## config.mk

```make
export PLATFORM = sky130hd
export DESIGN_NAME = mem_port_arbiter
export DESIGN_NICKNAME = d
export VERILOG_FILES = /design/src/rtl/mem_arb_pkg.sv /design/src/rtl/rr_pick.sv /design/src/rtl/mem_port_arbiter.sv
export SDC_FILE = /design/constraint.sdc
export NUM_CORES = 1
export LEC_CHECK = 0
export BUFFER_PORTS_ARGS = -buffer_cell sky130_fd_sc_hd__buf_4
export CORE_ASPECT_RATIO = 0.8
export CORE_MARGIN = 2
export CORE_UTILIZATION = 50
export CTS_CLUSTER_SIZE = 30
export DETAILED_ROUTE_END_ITERATION = 16
export PLACE_DENSITY = 0.82
export SYNTH_ARGS = -nofsm -noshare
export SYNTH_HDL_FRONTEND = slang
export SYNTH_SLANG_ARGS = --single-unit
```

## constraint.sdc

```tcl
create_clock -name clk -period 2.1 [get_ports clk]
set_input_delay 0.42 -clock clk [delete_from_list [all_inputs] [get_ports clk]]
set_output_delay 0.42 -clock clk [all_outputs]
set_load 0.05 [all_outputs]
```

## src/rtl/mem_arb_pkg.sv

```systemverilog
// Shared types and helpers for the memory-port arbiter.
// Build option: define MEM_ARB_ROUND_ROBIN_EN for round-robin selection;
// fixed lowest-index priority is used otherwise.
package mem_arb_pkg;

    // Largest supported number of requesters
    localparam int MAX_PORTS = 8;
    localparam int MAX_IDX_W = 3;

    // Arbiter state: free for arbitration, or held by one owner port
    typedef enum logic {
        ARB_OPEN   = 1'b0,
        ARB_LOCKED = 1'b1
    } arb_state_t;

    // Convert a one-hot (or zero) vector into the index of its set bit.
    // A zero vector maps to index 0.
    function automatic logic [MAX_IDX_W-1:0] onehot_to_idx(input logic [MAX_PORTS-1:0] oh);
        logic [MAX_IDX_W-1:0] idx;
        idx = '0;
        for (int i = 0; i < MAX_PORTS; i++) begin
            if (oh[i]) begin
                idx = idx | MAX_IDX_W'(i);
            end
        end
        return idx;
    endfunction

endpackage

```

## src/rtl/rr_pick.sv

```systemverilog
// Combinational first-set-bit picker: finds the first asserted request at or
// after a base index, wrapping modulo N, and returns a one-hot grant plus index.
module rr_pick
    import mem_arb_pkg::*;
#(
    parameter int N  = 2,
    parameter int IW = 1
) (
    input  logic [N-1:0]  req,
    input  logic [IW-1:0] base,
    output logic [N-1:0]  grant,
    output logic [IW-1:0] idx
);

    logic [MAX_PORTS-1:0] grant_wide;

    // Scan from base upward with wrap; the first requester found wins
    always_comb begin : pick_blk
        int   p;
        logic found;
        p     = 0;
        found = 1'b0;
        grant = '0;
        for (int k = 0; k < N; k++) begin
            p = (int'(base) + k) % N;
            if (!found && req[p]) begin
                grant[p] = 1'b1;
                found    = 1'b1;
            end
        end
    end

    assign grant_wide = MAX_PORTS'(grant);
    assign idx        = IW'(onehot_to_idx(grant_wide));

endmodule

```

## src/rtl/mem_port_arbiter.sv

```systemverilog
// Registered memory-port arbiter: merges NUM_PORTS requesters onto a single
// data-memory port with valid/ready handshakes and an optional owner lock.
// Build option: MEM_ARB_ROUND_ROBIN_EN selects round-robin arbitration;
// without it the lowest requesting index wins.
module mem_port_arbiter
    import mem_arb_pkg::*;
#(
    parameter int NUM_PORTS = 2,
    parameter int DATA_W    = 16,
    parameter int ADDR_W    = 15,
    parameter int ID_W      = 1
) (
    input  logic                          clk,
    input  logic                          reset,
    input  logic [NUM_PORTS-1:0]          req,
    input  logic [NUM_PORTS-1:0]          lock,
    input  logic [NUM_PORTS-1:0]          we,
    input  logic [NUM_PORTS*ADDR_W-1:0]   addr_in,
    input  logic [NUM_PORTS*DATA_W-1:0]   data_in,
    output logic [NUM_PORTS-1:0]          accept,
    output logic [DATA_W-1:0]             out,
    output logic                          write,
    output logic [ADDR_W-1:0]             address,
    output logic                          valid,
    output logic [ID_W-1:0]               port_id,
    output logic                          locked
);

    arb_state_t      state_reg, state_next;
    logic [ID_W-1:0] owner_reg, owner_next;

    logic [NUM_PORTS-1:0] pick_grant;
    logic [ID_W-1:0]      pick_idx;
    logic [ID_W-1:0]      base;
    logic [ID_W-1:0]      win_idx;
    logic                 xfer;

    logic [ADDR_W-1:0] addr_arr [NUM_PORTS];
    logic [DATA_W-1:0] data_arr [NUM_PORTS];

    // Unpack the flat per-port buses into indexable arrays
    generate
        for (genvar gi = 0; gi < NUM_PORTS; gi++) begin : g_unpack
            assign addr_arr[gi] = addr_in[gi*ADDR_W +: ADDR_W];
            assign data_arr[gi] = data_in[gi*DATA_W +: DATA_W];
        end
    endgenerate

`ifdef MEM_ARB_ROUND_ROBIN_EN
    logic [ID_W-1:0] ptr_reg, ptr_next;

    assign base = ptr_reg;

    // Pointer moves just past the winner of each transfer made while open
    always_comb begin
        ptr_next = ptr_reg;
        if (xfer && state_reg == ARB_OPEN) begin
            if (win_idx == ID_W'(NUM_PORTS - 1)) begin
                ptr_next = '0;
            end else begin
                ptr_next = win_idx + ID_W'(1);
            end
        end
    end

    // Round-robin pointer register
    always_ff @(posedge clk or posedge reset) begin
        if (reset) begin
            ptr_reg <= '0;
        end else begin
            ptr_reg <= ptr_next;
        end
    end
`else
    assign base = '0;
`endif

    rr_pick #(
        .N  (NUM_PORTS),
        .IW (ID_W)
    ) u_pick (
        .req   (req),
        .base  (base),
        .grant (pick_grant),
        .idx   (pick_idx)
    );

    // FSM state register: arbitration state and lock owner
    always_ff @(posedge clk or posedge reset) begin
        if (reset) begin
            state_reg <= ARB_OPEN;
            owner_reg <= '0;
        end else begin
            state_reg <= state_next;
            owner_reg <= owner_next;
        end
    end

    // FSM next state: enter lock on a locking transfer, leave on release or idle owner
    always_comb begin
        state_next = state_reg;
        owner_next = owner_reg;
        case (state_reg)
            ARB_OPEN: begin
                if (xfer && lock[win_idx]) begin
                    state_next = ARB_LOCKED;
                    owner_next = win_idx;
                end
            end
            ARB_LOCKED: begin
                if (!req[owner_reg] || !lock[owner_reg]) begin
                    state_next = ARB_OPEN;
                end
            end
            default: begin
                state_next = ARB_OPEN;
            end
        endcase
    end

    // FSM outputs: accept comes only from state and req, never from the datapath
    always_comb begin
        accept  = '0;
        win_idx = pick_idx;
        if (state_reg == ARB_LOCKED) begin
            win_idx          = owner_reg;
            accept[owner_reg] = req[owner_reg];
        end else begin
            accept = pick_grant;
        end
    end

    assign xfer   = |accept;
    assign locked = (state_reg == ARB_LOCKED);

    // Memory-side register stage: capture the winner's transfer, hold data when idle
    always_ff @(posedge clk or posedge reset) begin
        if (reset) begin
            out     <= '0;
            address <= '0;
            write   <= 1'b0;
            valid   <= 1'b0;
            port_id <= '0;
        end else begin
            valid <= xfer;
            write <= xfer & we[win_idx];
            if (xfer) begin
                out     <= data_arr[win_idx];
                address <= addr_arr[win_idx];
                port_id <= win_idx;
            end
        end
    end

endmodule
```

==> results of run 1 <==
## metal layers
| layer | global-route usage [%] | share of wire, % | vias to the layer above |
|---|---|---|---|
| met3 | 4.37 | 7.8 | 4 |
| met5 | 0 | 0 | - |
| met2 | 41.2 | 48 | 100 |
| met4 | 3.81 | 0.37 | 0 |
| li1 | - | - | 1098 |
| met1 | 36.0 | 43 | 1119 |
## cells in the mapped netlist (3+ instances only)
| master | n |
|---|---|
| a211oi_1 | 4 |
| buf_2 | 14 |
| dfrtp_1 | 36 |
| o32ai_1 | 38 |
| buf_6 | 5 |
| inv_1 | 34 |
| clkbuf_1 | 8 |
| or3b_2 | 13 |
| o31ai_1 | 24 |
| nand2b_1 | 3 |
| or3b_1 | 11 |
| a211oi_2 | 27 |
## layout by cell type (no fill, tap or decap), types with 2 or more instances in the layout
cell        n
buf_4     117
o32ai_1    38
dfrtp_1    36
inv_1      34
a211oi_2   27
o31ai_1    24
or3b_2     13
or3b_1     11
clkbuf_8    5
a211oi_1    4
nand2b_1    3
o21ai_0     2
## worst reg2reg max path: stages (launching register included)
cell and delay, ns:
dfrtp_1 0.51, buf_4 0.29, or2_1 0.52, o32ai_1 0.15, a211oi_1 0.20
## metrics by stage
stage          cells  util, %  setup WS (ns)  power, mW
2_1_floorplan    231        -          0.247       1.95
3_3_place_gp     381     69.6          0.368       2.39
3_5_place_dp     381     69.6          0.314       2.41
4_1_cts          386     71.1          0.192       2.85
5_1_grt          386     71.1          0.112       2.98
6_report         386     71.1          0.180       2.85
## cell type report
type                            instances  area, µm²  share of cell area [%]
Multi-Input combinational cell        134       1220                    37.3
Clock buffer                            5       68.8                    2.10
Tap cell                               60       75.1                    2.30
Sequential cell                        36        901                    27.6
Timing Repair Buffer                  117        878                    26.9
Inverter                               34        128                    3.90
## power by group through the flow
stage | clock (mW) | sequential (mW) | combinational [mW]
global route | 0.482 | 0.993 | 1.50
finish | 0.450 | 0.977 | 1.42
floorplan | 0 | 1.44 | 0.512
CTS | 0.448 | 0.973 | 1.43
detailed placement | 0 | 0.983 | 1.43
global placement | 0 | 0.979 | 1.41
## cells by family (layout without fill, tap and decap cells)
logic type | after synthesis | in the layout
AOI/OAI and AO/OA | 102 | 102
DFF | 36 | 36
buffers and inverters | 61 | 156
and+or+nand+nor | 32 | 32
## path summary, 6_finish.rpt
check                                                to                   from  slack [ns]
worst max register to register  address[14]$_DFFE_PP0P_  owner_reg$_DFFE_PP0P_        0.33
max in group asynchronous               valid$_DFF_PP0_                  reset        1.51
worst min register to register      port_id$_DFFE_PP0P_    port_id$_DFFE_PP0P_        0.57
worst min-delay path                 out[9]$_DFFE_PP0P_                  reset        0.25
min in group clk                        write$_DFF_PP0_                  we[1]        0.35
worst max-delay path                          accept[1]  owner_reg$_DFFE_PP0P_        0.18
==> flow_summary.ini, run 1 <==
[logic_synthesis]
synth_top_family_by_area = compound AO/OA/AOI/OAI gates
synth.distinct_cells = 25
synth_top_cells_by_area = dfrtp_1 (38%), a211oi_2 (14%), o32ai_1 (14%)
synth_nets = 301
yosys.area.top_type = dfrtp_1
synthXorXnorAreaFrac_pct = 0
async_flop_share_pct = 100
synthAdderAreaFrac_pct = 0
yosysTopAreaCellShare_pct = 37.5
syn_area_um2 = 2400
netlist_instances = 231
seq_area_frac_synth_pct = 37.5
yosysWarnings = 0
synth_compound_area_share_pct = 39.8
avgSynthCellArea_um2 = 10.4
yosys.area_share.simple_pct = 10.9
ys_ff_latch = 36
synth_edf_count = 0
synthMuxAreaShare_pct = 0
synth_ff_type = dfrtp_1

[clocking]
postCtsSetupRepairBufs = 0
clockBufferDepth = 2
cts_root_buf = clkbuf_8
holdBufCountCts = 0
cts.sinks = 36
post_cts_resized = 0
htreeDepth = 2
cts_buffers = 5
worstSkewPairLatency_ns = 0.28
clkTransAtPathRegs_ns = 0.07
cts_tree = yes

[finish]
largest_registers = out x16, address x15
largest-register = out
drive_gt1_share_pct = 50.6
largest_reg_flops = 16
diodes = 0
final_nets = 398
syn_to_final_growth_pct = 36.1
num-fill-cells = 357
fin_area_um2 = 3270

[power]
p_int_mw = 1.56
p_sw_mw = 1.29
clock_power_share_pct = 15.8
pwr-share-seq_pct = 34.3
power_density_nw_per_um2 = 872
p_comb_share_pct = 49.9
swShare_pct = 45.3
p_leak_nw = 1.45
ir_worst_vdd_mv = 0.568

[timing]
final-max-slew-violation-count = 0
max_freq_mhz = 521
slew_headroom_pct = 56.1
min_period_over_period_pct = 91.4
hold-worst-slack_ns = 0.249
worst_slew_pin_slew_ns = 0.659
skew_ns = 0.00582
fin_crit_ns = 1.92
rsz0062_at_grt = no
hold_viol = 0
setup_viol = 0
tns_ns = 0

[grt]
grt_pass1_wl_um = 10700
grt_overflow = 0
grt_max_degree = 37
first_global_vias = 2181
grt.total_usage_pct = 25.3
antenna_found_initial = 0

[detailed_routing]
num_vias = 2321
drt-total-wl_um = 6720
drc_errors = 0
vias_per_cell = 6.01
wire_per_inst_um = 17.4
ant_nets = 0
first_iter_violations = 128
drt_first_pass_iters = 4

[critical_path]
critPathMaxFanout = 10
arrival_ns = 1.50
path_class = flop to output pin
crit_cells = 3
slowest_delay_ns = 0.51
worstPathCellList = and2b_1 > and3b_2 > buf_4
r2r_cells = 4
cp-start-kind = flop
path_delay_family = flip-flops
cp_num_buf_inv = 1
crit_path_end_kind = output pin
cp_slowest_cell = dfrtp_1
cp_data_required_time_ns = 1.68

[floorplanning]
die_h_um = 66.0
num_io_pins = 107
die_area_um2 = 5380
initial_core_util_pct = 52.3
die_w_um = 81.5
core_area_um2 = 4600
num_rows = 22

[outcome]
status = complete, no violations

[placed_design]
gp_congestion = 0.758
hpwl_um = 4740
placed_cell_area_um2 = 3200
port_buffers = 106

[flow_run]
cap_viol_max_count = 0

[min_path]
hold_class = primary input to asynchronous set/reset pin
No activity file was read; power rests on OpenSTA's default activity.
==> inputs of run 2 (changes only) <==
--- a/config.mk
+++ b/config.mk
@@ -7,11 +7,11 @@
 export LEC_CHECK = 0
 export BUFFER_PORTS_ARGS = -buffer_cell sky130_fd_sc_hd__buf_4
 export CORE_ASPECT_RATIO = 0.8
-export CORE_MARGIN = 2
 export CORE_UTILIZATION = 50
 export CTS_CLUSTER_SIZE = 30
 export DETAILED_ROUTE_END_ITERATION = 16
 export PLACE_DENSITY = 0.82
+export SKIP_CTS_REPAIR_TIMING = 1
 export SYNTH_ARGS = -nofsm -noshare
 export SYNTH_HDL_FRONTEND = slang
 export SYNTH_SLANG_ARGS = --single-unit
==> run 2 against run 1 <==
  * Hold slack got worse by 0.011 ns
  * Largest power group unchanged
  * Setup slack worse by 0.082 ns
  * Clock power is 36% higher
  * Core utilization up 0.52 points
  * Critical path type unchanged
  * Routed wire length down 1.0%
  * Non-clock buffer count down 2
  * Sequential power rose by 0.5%
  * Register-to-register slack worse by 0.03 ns
  * First-iteration DRC count grew 90%
  * Critical path depth unchanged
==> flow_summary.ini, run 2 (synthesized netlist as in run 1, its figures left out) <==
[outcome]
status = complete, no violations

[power]
total_power_mw = 3.00
swShare_pct = 43.7
clock_power_share_pct = 20.4
pwr-share-seq_pct = 32.7
p_leak_nw = 1.46
p_comb_share_pct = 46.9
power_density_nw_per_um2 = 912
p_int_mw = 1.69
ir_worst_vdd_mv = 0.649
p_sw_mw = 1.31

[clocking]
cts_tree = yes
worstSkewPairLatency_ns = 0.29
cts.sinks = 36
cts_root_buf = clkbuf_8
htreeDepth = 2
clkTransAtPathRegs_ns = 0.07
clockBufferDepth = 2
cts_buffers = 5

[timing]
final-max-slew-violation-count = 0
skew_ns = 0.00717
slew_headroom_pct = 55.4
min_period_over_period_pct = 95.4
rsz0062_at_grt = no
worst_slew_pin_slew_ns = 0.669
fin_crit_ns = 2.00
setup_viol = 0
max_freq_mhz = 499
tns_ns = 0
hold_viol = 0

[flow_run]
cap_viol_max_count = 0

[detailed_routing]
drc_errors = 0
vias_per_cell = 6.12
first_iter_violations = 243
num_vias = 2369
drt-total-wl_um = 6650
wire_per_inst_um = 17.2
drt_first_pass_iters = 4
ant_nets = 0

[finish]
drive_gt1_share_pct = 50.5
seq_area_um2 = 901
final_nets = 396
final_common_cell = buf_4
diodes = 0
syn_to_final_growth_pct = 37.1
num-fill-cells = 340
largest_registers = out x16, address x15
final_cells = 387
multi_input_area_um2 = 1220
layout_common_cells = buf_4 (115), o32ai_1 (38), dfrtp_1 (36)
largest-register = out
largest_reg_flops = 16

[critical_path]
cp-start-kind = flop
path_class = flop to output pin
crit_path_end_kind = output pin
critPathMaxFanout = 14
cp_data_required_time_ns = 1.68
arrival_ns = 1.58

[min_path]
hold_class = primary input to asynchronous set/reset pin

[grt]
grt.total_usage_pct = 27.2
grt_pass1_wl_um = 10800
antenna_found_initial = 0
first_global_vias = 2264
grt_overflow = 0
grt_max_degree = 37

[floorplanning]
core_area_um2 = 4600
initial_core_util_pct = 52.3
die_area_um2 = 5090
die_w_um = 79.5
num_io_pins = 107
die_h_um = 64.0
num_rows = 22

[placed_design]
hpwl_um = 4670
gp_congestion = 0.767
port_buffers = 106
place_inst = 379
[run 2: layer usage]
layer	global-route usage, %	routed length [µm]	vias up
li1	-	-	1095
met1	37.4	2820	1166
met2	44.0	3310	102
met3	5.43	465	6
met4	6.59	50	0
met5	0	0	-
[run 2: cell type report]
class / instances / area share [%]
Multi-Input combinational cell: 134 / 37.0
Clock buffer: 6 / 2.20
Sequential cell: 36 / 27.4
Tap cell: 60 / 2.28
Timing Repair Buffer: 115 / 26.2
Clock inverter: 2 / 1.06
Inverter: 34 / 3.88
[run 2: critical path, stage by stage, from the launching register on]
cell     delay [ns]
dfrtp_1        0.60
and2b_1        0.25
and3b_2        0.25
buf_4          0.20
[run 2: per-stage QoR]
| stage | setup WS (ns) | instance area, µm² | hold WS (ns) | util (%) |
|---|---|---|---|---|
| final | 0.0976 | 3290 | 0.238 | 71.6 |
| after global routing | 0.0140 | 3290 | 0.286 | 71.6 |
| after CTS | 0.110 | 3290 | 0.251 | 71.6 |
| after detailed placement | 0.304 | 3190 | 0.538 | 69.3 |
| after global placement | 0.356 | 3190 | 0.540 | 69.3 |
| after floorplan | 0.247 | 2400 | 0.546 | - |
[run 2: worst paths after layout]
kind,start,endpoint,slack (ns),cells past startpoint
max,owner_reg$_DFFE_PP0P_,accept[1],0.1,3
min,reset,out[15]$_DFFE_PP0P_,0.24,3
max in group asynchronous,reset,out[0]$_DFFE_PP0P_,1.52,3
min in group clk,we[1],write$_DFF_PP0_,0.35,2
max reg2reg,owner_reg$_DFFE_PP0P_,address[6]$_DFFE_PP0P_,0.30,4
min reg2reg,port_id$_DFFE_PP0P_,port_id$_DFFE_PP0P_,0.56,1
[run 2: power groups by stage]
| stage | Combinational (mW) | Sequential [mW] | Clock, mW |
|---|---|---|---|
| after CTS | 1.42 | 0.977 | 0.619 |
| after global placement | 1.39 | 0.983 | 0 |
| final | 1.41 | 0.982 | 0.613 |
| after floorplan | 0.512 | 1.44 | 0 |
| after detailed placement | 1.42 | 0.988 | 0 |
| after global routing | 1.49 | 1.00 | 0.647 |
==> inputs of run 3 (changes only) <==
--- a/config.mk
+++ b/config.mk
@@ -7,11 +7,12 @@
 export LEC_CHECK = 0
 export BUFFER_PORTS_ARGS = -buffer_cell sky130_fd_sc_hd__buf_4
 export CORE_ASPECT_RATIO = 0.8
-export CORE_UTILIZATION = 50
+export CORE_UTILIZATION = 45
 export CTS_CLUSTER_SIZE = 30
 export DETAILED_ROUTE_END_ITERATION = 16
-export PLACE_DENSITY = 0.82
+export PLACE_DENSITY = 0.75
 export SKIP_CTS_REPAIR_TIMING = 1
+export SLEW_MARGIN = 20
 export SYNTH_ARGS = -nofsm -noshare
 export SYNTH_HDL_FRONTEND = slang
 export SYNTH_SLANG_ARGS = --single-unit
==> run 3 against run 2 <==
  * Via count is 2.5% lower
  * Power is 2.9% lower
  * Global-route usage is 2.2 points lower
  * Register-to-register slack better by 0.19 ns
  * Highest routed layer unchanged
  * Sequential power is 1% lower
  * Critical path type unchanged
==> flow_summary.ini, run 3 (synthesized netlist as in run 1, its figures left out) <==
[grt]
antenna_found_initial = 0
grt_max_degree = 37
first_global_vias = 2167
grt_overflow = 0
grt.total_usage_pct = 25.0
grt_pass1_wl_um = 10900

[critical_path]
slowest_delay_ns = 0.50
cp_num_buf_inv = 1
r2r_setup_slack_ns = 0.49
path_class = flop to output pin
cp-start-kind = flop
cp_slowest_cell = dfrtp_1
arrival_ns = 1.48
cp_data_required_time_ns = 1.68
worstPathCellList = and2b_1 > and3b_2 > buf_4
path_delay_family = flip-flops
crit_path_end_kind = output pin
r2r_cells = 3
critPathMaxFanout = 9
reg2reg_from = locked$_DFF_PP0_
reg2reg_to = address[12]$_DFFE_PP0P_

[finish]
largest_registers = out x16, address x15
final_nets = 396
final_common_cell = buf_4
largest-register = out
fin_area_um2 = 3290
multi_input_area_um2 = 1230
seq_area_um2 = 901
diodes = 0
final_util_pct = 64.9
layout_common_cells = buf_4 (115), o32ai_1 (38), dfrtp_1 (36)
final_cells = 389
num-fill-cells = 427
drive_gt1_share_pct = 50.2
largest_reg_flops = 16
syn_to_final_growth_pct = 36.8

[clocking]
htreeDepth = 2
cts_tree = yes
worstSkewPairLatency_ns = 0.29
cts_buffers = 5
cts_root_buf = clkbuf_8
clockBufferDepth = 2
clkTransAtPathRegs_ns = 0.07
cts.sinks = 36

[floorplanning]
num_rows = 23
initial_core_util_pct = 47.4
die_w_um = 83.7
core_area_um2 = 5060
die_h_um = 67.4
die_area_um2 = 5640
num_io_pins = 107

[detailed_routing]
drc_errors = 0
ant_nets = 0
vias_per_cell = 5.94
wire_per_inst_um = 17.7
drt-total-wl_um = 6890
drt_first_pass_iters = 4
num_vias = 2310
first_iter_violations = 158

[power]
power_density_nw_per_um2 = 887
ir_worst_vdd_mv = 0.449
pwr-share-seq_pct = 33.3
clock_power_share_pct = 17.8
swShare_pct = 44.8
p_comb_share_pct = 49.0
p_int_mw = 1.61
p_leak_nw = 1.46
p_sw_mw = 1.31

[timing]
worst_slew_pin_slew_ns = 0.711
final-max-slew-violation-count = 0
hold_viol = 0
tns_ns = 0
skew_ns = 0.00452
rsz0062_at_grt = no
max_freq_mhz = 526
slew_headroom_pct = 52.6
fin_crit_ns = 1.90
setup_viol = 0
min_period_over_period_pct = 90.6

[flow_run]
cap_viol_max_count = 0

[placed_design]
placed_cell_area_um2 = 3200
place_inst = 381
port_buffers = 106
hpwl_um = 4720
gp_congestion = 0.774

[min_path]
hold_class = primary input to asynchronous set/reset pin

[outcome]
status = complete, no violations
[run 3: changes by cell type in the layout (fill, tap and decap cells not counted), sizes merged]
cell	previous run	this run
clkbuf	6	8
bufinv	1	0
clkinv	1	0
[run 3: worst register-to-register path, cell delays in order, from the launching register on]
cell and delay [ns]:
dfrtp_1 0.54, nand2b_1 0.45, o31ai_1 0.42, a211oi_2 0.08
[run 3: how the worst max path moves through the flow]
stage                     depth (start not counted)                 endpoint  slack, ns        startpoint
final                                             3                accept[1]       0.20  locked$_DFF_PP0_
after global routing                              3                accept[1]       0.13  locked$_DFF_PP0_
after CTS                                         3                accept[1]       0.19  locked$_DFF_PP0_
after detailed placement                          4  address[12]$_DFFE_PP0P_       0.33            req[0]
after global placement                            4  address[12]$_DFFE_PP0P_       0.36            req[0]
after floorplan                                   4                accept[1]       0.25  locked$_DFF_PP0_
[run 3: cell type report]
type | instances | area share, %
inverter | 34 | 3.88
sequential | 36 | 27.4
timing repair buffer | 115 | 26.3
multi-input combinational | 134 | 37.3
tap | 62 | 2.36
clock buffer | 8 | 2.74
[run 3: per-layer routing]
metal / up-vias / wire length [µm] / part of all wire, % / GRT usage [%]
met1: 1104 / 2950 / 43 / 33.1
li1: 1094 / - / - / -
met2: 100 / 3380 / 49 / 40.3
met5: - / 0 / 0 / 0
met4: 0 / 112 / 1.6 / 10.8
met3: 12 / 447 / 6.5 / 5.26
[run 3: per-stage QoR]
step	setup WS (ns)	hold WS [ns]	power, mW
finish	0.198	0.242	2.92
global route	0.128	0.286	3.06
CTS	0.187	0.255	2.94
detailed placement	0.333	0.529	2.41
global placement	0.361	0.527	2.39
floorplan	0.247	0.546	1.95
[run 3: power by group through the flow]
stage | clock network, mW | logic (mW) | registers (mW)
after global placement | 0 | 1.41 | 0.973
final | 0.518 | 1.43 | 0.970
after CTS | 0.537 | 1.43 | 0.966
after global routing | 0.563 | 1.50 | 0.991
after detailed placement | 0 | 1.43 | 0.976
after floorplan | 0 | 0.512 | 1.44
